**config.mk**
```make
export PLATFORM = sky130hd
export DESIGN_NAME = mem_requester
export DESIGN_NICKNAME = d
export VERILOG_FILES = /design/src/rtl/mem_req_pkg.sv /design/src/rtl/mem_req_timer.sv /design/src/rtl/mem_requester.sv
export SDC_FILE = /design/constraint.sdc
export NUM_CORES = 1
export LEC_CHECK = 0
export ABC_CLOCK_PERIOD_IN_PS = 5200
export CAP_MARGIN = 5
export CORE_MARGIN = 2
export CORE_UTILIZATION = 57
export DETAILED_ROUTE_END_ITERATION = 8
export DONT_BUFFER_PORTS = 1
export MAX_ROUTING_LAYER = met4
export PLACE_DENSITY = 0.72
export SLEW_MARGIN = 20
export SYNTH_ARGS = -nofsm -noshare
export SYNTH_HDL_FRONTEND = slang
export SYNTH_SLANG_ARGS = --single-unit
```
**constraint.sdc**
```tcl
create_clock -name clk -period 5.2 [get_ports clk]
set_clock_uncertainty 0.05 [all_clocks]
set_input_delay 1.3 -clock clk [delete_from_list [all_inputs] [get_ports clk]]
set_output_delay 1.3 -clock clk [all_outputs]
set_load 0.05 [all_outputs]
```
**src/rtl/mem_req_pkg.sv**
```systemverilog
// Shared types and helpers for the core-side memory requester.
package mem_req_pkg;

   typedef enum logic [1:0] {
      IDLE    = 2'd0,
      REQ     = 2'd1,
      ACCESS  = 2'd2,
      RELEASE = 2'd3
   } state_t;

   typedef enum logic [1:0] {
      K_FETCH = 2'd0,
      K_LOAD  = 2'd1,
      K_STORE = 2'd2
   } kind_t;

   // Bits needed to hold values 0 .. value-1, never less than one bit.
   function automatic int clog2(input int value);
      int result;
      int remaining;
      result = 0;
      remaining = value - 1;
      while (remaining > 0) begin
         result = result + 1;
         remaining = remaining >> 1;
      end
      if (result < 1) begin
         result = 1;
      end
      return result;
   endfunction

endpackage

```
**src/rtl/mem_req_timer.sv**
```systemverilog
// Loadable up-counter with a terminal-count flag (count == limit).
module mem_req_timer #(
   parameter int W = 4
) (
   input  logic         clk,
   input  logic         reset,
   input  logic         load,
   input  logic         en,
   input  logic [W-1:0] load_val,
   input  logic [W-1:0] limit,
   output logic         tc
);

   logic [W-1:0] count;

   // Load takes priority over counting so a fresh phase always starts from load_val.
   always_ff @(posedge clk or posedge reset) begin
      if (reset) begin
         count <= '0;
      end else if (load) begin
         count <= load_val;
      end else if (en) begin
         count <= count + 1'b1;
      end
   end

   assign tc = (count == limit);

endmodule

```
**src/rtl/mem_requester.sv**
```systemverilog
// Core-side initiator for the shared-memory arbiter: one fetch/load/store
// transaction at a time through IDLE -> REQ -> ACCESS -> RELEASE.
// Optional grant-wait timeout is built when MEM_REQ_TIMEOUT_EN is defined.
module mem_requester
   import mem_req_pkg::*;
#(
   parameter int ADDR_W  = 8,
   parameter int DATA_W  = 8,
   parameter int ROM_LAT = 1,
   parameter int RAM_LAT = 1,
   parameter int TIMEOUT = 16
) (
   input  logic              clk,
   input  logic              reset,
   input  logic              fetch_req,
   input  logic [ADDR_W-1:0] fetch_addr,
   input  logic              load_req,
   input  logic              store_req,
   input  logic [ADDR_W-1:0] ls_addr,
   input  logic [DATA_W-1:0] store_data,
   output logic              fetch_done,
   output logic [DATA_W-1:0] fetch_data,
   output logic              ls_done,
   output logic [DATA_W-1:0] load_data,
   output logic              mem_err,
   output logic              rom_rd,
   output logic              ram_rd,
   output logic              ram_wr,
   input  logic              rom_garant,
   input  logic              ram_garant_rd,
   input  logic              ram_garant_wr,
   output logic [ADDR_W-1:0] rom_addr,
   input  logic [DATA_W-1:0] rom_q,
   output logic [ADDR_W-1:0] ram_addr,
   output logic [DATA_W-1:0] ram_d,
   input  logic [DATA_W-1:0] ram_q,
   output logic              ram_we
);

   localparam int LAT_MAX = (ROM_LAT > RAM_LAT) ? ROM_LAT : RAM_LAT;
   localparam int LAT_W   = clog2(LAT_MAX + 1);
   localparam logic [LAT_W-1:0] ROM_LIM = LAT_W'(ROM_LAT);
   localparam logic [LAT_W-1:0] RAM_LIM = LAT_W'(RAM_LAT);

   state_t           state;
   state_t           state_next;
   kind_t            kind;
   kind_t            kind_sel;
   logic             start;
   logic             finish;
   logic             any_grant;
   logic             match_grant;
   logic             lat_load;
   logic             lat_en;
   logic             lat_tc;
   logic             timeout_tc;
   logic             req_active;
   logic [LAT_W-1:0] lat_limit;

   assign any_grant = rom_garant | ram_garant_rd | ram_garant_wr;
   assign lat_limit = (kind == K_FETCH) ? ROM_LIM : RAM_LIM;

   // Pick the grant line that belongs to the transaction in flight.
   always_comb begin
      match_grant = 1'b0;
      case (kind)
         K_FETCH: match_grant = rom_garant;
         K_LOAD:  match_grant = ram_garant_rd;
         K_STORE: match_grant = ram_garant_wr;
         default: match_grant = 1'b0;
      endcase
   end

   // State register; reset drops straight to IDLE so all requests fall at once.
   always_ff @(posedge clk or posedge reset) begin
      if (reset) begin
         state <= IDLE;
      end else begin
         state <= state_next;
      end
   end

   // Next-state logic: launch only when the arbiter has no grant outstanding,
   // and leave RELEASE only once our own grant has cleared.
   always_comb begin
      state_next = state;
      kind_sel   = kind;
      start      = 1'b0;
      finish     = 1'b0;
      lat_load   = 1'b0;
      lat_en     = 1'b0;
      case (state)
         IDLE: begin
            if (!any_grant && (load_req || store_req || fetch_req)) begin
               start      = 1'b1;
               state_next = REQ;
               if (load_req) begin
                  kind_sel = K_LOAD;
               end else if (store_req) begin
                  kind_sel = K_STORE;
               end else begin
                  kind_sel = K_FETCH;
               end
            end
         end
         REQ: begin
            if (match_grant) begin
               lat_load   = 1'b1;
               state_next = ACCESS;
            end else if (timeout_tc) begin
               state_next = RELEASE;
            end
         end
         ACCESS: begin
            lat_en = 1'b1;
            if (lat_tc) begin
               finish     = 1'b1;
               state_next = RELEASE;
            end
         end
         RELEASE: begin
            if (!match_grant) begin
               state_next = IDLE;
            end
         end
         default: state_next = IDLE;
      endcase
   end

   // Latch the command at launch, capture read data and pulse done at the end of ACCESS.
   always_ff @(posedge clk or posedge reset) begin
      if (reset) begin
         kind       <= K_FETCH;
         rom_addr   <= '0;
         ram_addr   <= '0;
         ram_d      <= '0;
         fetch_data <= '0;
         load_data  <= '0;
         fetch_done <= 1'b0;
         ls_done    <= 1'b0;
      end else begin
         fetch_done <= finish && (kind == K_FETCH);
         ls_done    <= finish && (kind != K_FETCH);
         if (start) begin
            kind <= kind_sel;
            if (kind_sel == K_FETCH) begin
               rom_addr <= fetch_addr;
            end else begin
               ram_addr <= ls_addr;
               if (kind_sel == K_STORE) begin
                  ram_d <= store_data;
               end
            end
         end
         if (finish) begin
            if (kind == K_FETCH) begin
               fetch_data <= rom_q;
            end else if (kind == K_LOAD) begin
               load_data <= ram_q;
            end
         end
      end
   end

   assign req_active = (state == REQ) || (state == ACCESS);
   assign rom_rd     = req_active && (kind == K_FETCH);
   assign ram_rd     = req_active && (kind == K_LOAD);
   assign ram_wr     = req_active && (kind == K_STORE);
   assign ram_we     = (state == ACCESS) && (kind == K_STORE);

   // Latency counter starts at 1 on the grant edge; terminal count ends ACCESS.
   mem_req_timer #(
      .W(LAT_W)
   ) u_lat_timer (
      .clk      (clk),
      .reset    (reset),
      .load     (lat_load),
      .en       (lat_en),
      .load_val (LAT_W'(1)),
      .limit    (lat_limit),
      .tc       (lat_tc)
   );

`ifdef MEM_REQ_TIMEOUT_EN
   localparam int TO_W = clog2(TIMEOUT + 1);

   // Grant-wait counter cleared at launch; terminal count is the last REQ cycle.
   mem_req_timer #(
      .W(TO_W)
   ) u_timeout_timer (
      .clk      (clk),
      .reset    (reset),
      .load     (start),
      .en       (state == REQ),
      .load_val ('0),
      .limit    (TO_W'(TIMEOUT - 1)),
      .tc       (timeout_tc)
   );

   // One-cycle error pulse when REQ gives up without a grant.
   always_ff @(posedge clk or posedge reset) begin
      if (reset) begin
         mem_err <= 1'b0;
      end else begin
         mem_err <= (state == REQ) && !match_grant && timeout_tc;
      end
   end
`else
   assign timeout_tc = 1'b0;
   assign mem_err    = 1'b0;
`endif

endmodule

```
==> impl_metrics.env <==
export IMPL_endpoint_kind="output pin"
export IMPL_synth_cells=133
export IMPL_synthFlopType="dfrtp_1"
export IMPL_grt_use_met3_pct=6.96
export IMPL_area_growth_pct=4.50
export IMPL_drc=0
export IMPL_drive_above_1_share_pct=36.2
export IMPL_synth_area_leaders="dfrtp_1 58%, mux2_2 14%, mux2_4 6.7%"
export IMPL_cts_tree="yes"
export IMPL_path_max_fanout=6
export IMPL_nets=189
export IMPL_cp_num_buf_inv=1
export IMPL_grt_max_degree=48
export IMPL_fin_crit_ns=3.26
export IMPL_hold_viol=0
export IMPL_cpMaxStageDelayCell="nor3b_2"
export IMPL_grt_busiest_layer="met2"
export IMPL_final_cells=184
export IMPL_met1_usage_pct=20.6
export IMPL_cts_root_buf="clkbuf_4"
export IMPL_syn_avg_cell_area_um2=15.3
export IMPL_drt_pass1_iterations=3
export IMPL_pin_count=95
export IMPL_gp_congestion=0.818
export IMPL_worstMarginPinSlew_ns=0.923
export IMPL_worst_ep_arrival_time_ns=1.91
export IMPL_postCtsSetupBuffers=0
export IMPL_worst_ep_required_time_ns=3.85
export IMPL_cts_buffers=5
export IMPL_crit_family="simple AND/OR/NAND/NOR gates"
export IMPL_crit_path_start_kind="flop"
export IMPL_rows=21
export IMPL_fmax_ghz=0.306
export IMPL_fp_coreArea_um2=3390
export IMPL_tns_ns=0
export IMPL_dp_cells=176
export IMPL_cap_viol_max_count=0
export IMPL_drt_total_wl_mm=3.50
export IMPL_num_vias=1065
export IMPL_path_clk_slew_ns=0.14
export IMPL_cts_buffer_depth=2
export IMPL_slowest_delay_ns=0.74
export IMPL_utilization_pct=62.6
export IMPL_insertion_delay_ns=0.36
export IMPL_crit_chain="inv_1 > ha_1 > nor3b_2"
export IMPL_die_y_um=63.7
export IMPL_yosysWarnings=0
export IMPL_track_usage_pct=19.2
export IMPL_fin_crit_sh_pct=62.8
export IMPL_cts_max_level=2
export IMPL_synth_fp_nets=185
export IMPL_cts_hold_buf=0
export IMPL_final_max_slew_viol_count=0
export IMPL_grt_pass1_vias=1183
export IMPL_wl_per_cell_um=19.0
export IMPL_drtIter0Drc=52
export IMPL_yosysMostFrequentCell="dfrtp_1"
export IMPL_synth_common_cells="47 x dfrtp_1, 25 x mux2_2, 9 x mux2_1, 9 x mux2_4, 5 x inv_1"
export IMPL_grt_util_met2_pct=32.6
export IMPL_hold_class="flop to flop"
export IMPL_die_x_um=63.7
export IMPL_rsz0062_at_grt="no"
export IMPL_setup_viol=0
export IMPL_vias_per_cell=5.79
export IMPL_ant_nets=0
export IMPL_yosysTopAreaCellShare_pct=58.0
export IMPL_ys_types=32
export IMPL_gr_total_overflow=0
export IMPL_port_buffers=0
export IMPL_grt_pass1_wl_mm=5.57
export IMPL_mappedNetlistArea_um2=2030
export IMPL_synth_edf_count=0
export IMPL_synth_yosys_seq_area_share_pct=58.0
export IMPL_synth_largest_area_cell="dfrtp_1"
export IMPL_async_flop_share_pct=100
export IMPL_crit_type="flop to output pin"
export IMPL_relSlewSlack_pct=38.4
export IMPL_antenna_found_initial=0
export IMPL_outcome="complete, no violations"
export IMPL_dieArea_um2=4050
export IMPL_cts_resized=0
export IMPL_hpwlAfterDp_mm=2.74
export IMPL_synth_ff_latch_count=47
export IMPL_start_util_pct=59.9
export IMPL_numClockSinks=47
export IMPL_antenna_cells=0
per-stage QoR:
step / worst slack (ns) / hold slack [ns] / instance area, um2
floorplan: 1.96 / 0.462 / 2030
global placement: 2.39 / 0.481 / 2070
detailed placement: 2.35 / 0.507 / 2070
CTS: 1.92 / 0.538 / 2120
global route: 1.82 / 0.581 / 2120
finish: 1.94 / 0.524 / 2120
routing by layer:
metal | vias up | share of wire [%]
li1 | 472 | -
met1 | 526 | 38
met2 | 61 | 52
met3 | 6 | 8.1
met4 | 0 | 1.6
met5 | - | 0
worst register-to-register path: stages (launching register included):
cell     delay (ns)
dfrtp_1        0.42
inv_1          0.10
ha_1           0.29
nand2_1        0.13
nor3_2         0.50
mux2_2         0.41
sequential cells by signal, indices dropped and copies added, names as in the netlist:
name	cells
fetch_data	8
load_data	8
ram_addr	8
ram_d	8
rom_addr	8
kind	2
state	2
fetch_done	1
ls_done	1
u_lat_timer.count	1
final timing paths:
| check | from | end | slack (ns) | cells past startpoint |
|---|---|---|---|---|
| min in group asynchronous | reset | ram_d[2] | 0.96 | 1 |
| min | state[1] | state[1] | 0.52 | 1 |
| max | state[0] | ram_we | 1.94 | 3 |
| min reg2reg | state[1] | state[1] | 0.52 | 1 |
| max reg2reg | state[0] | fetch_data[5] | 3.19 | 5 |
| max in group asynchronous | reset | load_data[5] | 3.55 | 1 |
cell usage in the layout (no fill, tap or decap):
cell type,instances
nand2_1,1
nand3b_4,1
or3_1,1
ha_1,4
nor2_1,4
nor3b_2,2
mux2_1,9
inv_2,1
nor2b_1,1
and2_1,1
mux2i_1,2
nand4_1,1
xnor2_1,1
and3_1,2
o32ai_1,1
inv_1,4
nand2_4,1
o21ai_4,1
clkbuf_1,1
clkinv_2,1
o31ai_1,1
a21boi_0,1
and3_4,1
dfrtp_1,47
mux2_2,25
nor3_2,1
conb_1,1
clkinv_1,1
mux2_4,9
nor3_1,1
clkbuf_4,5
nor4_2,1
nand4b_1,1
clkinvlp_4,1
o21ai_0,2
cell families (layout without fill, tap and decap cells):
kind of cell | after synthesis | after routing | share of synthesized area, %
AO/OA/AOI/OAI | 6 | 6 | 2.47
XOR/XNOR | 1 | 1 | 0.432
adder cells (fa/ha/maj) | 4 | 4 | 2.47
buffers and inverters | 9 | 14 | 2.59
flip-flops | 47 | 47 | 58.0
multiplexers | 45 | 45 | 26.5
other | 1 | 1 | 0.185
AND/OR/NAND/NOR | 20 | 20 | 7.40
area by class of cell:
class	count	area, um2
fill	249	1270
sequential	47	1180
multi-input combinational	77	811
tap	46	57.6
clock buffer	6	41.3
inverter	6	22.5
clock inverter	2	12.5
Power is left out: the tool's default activity adds up to more than one toggle a clock period on the data nets, which glitch-free logic cannot reach.
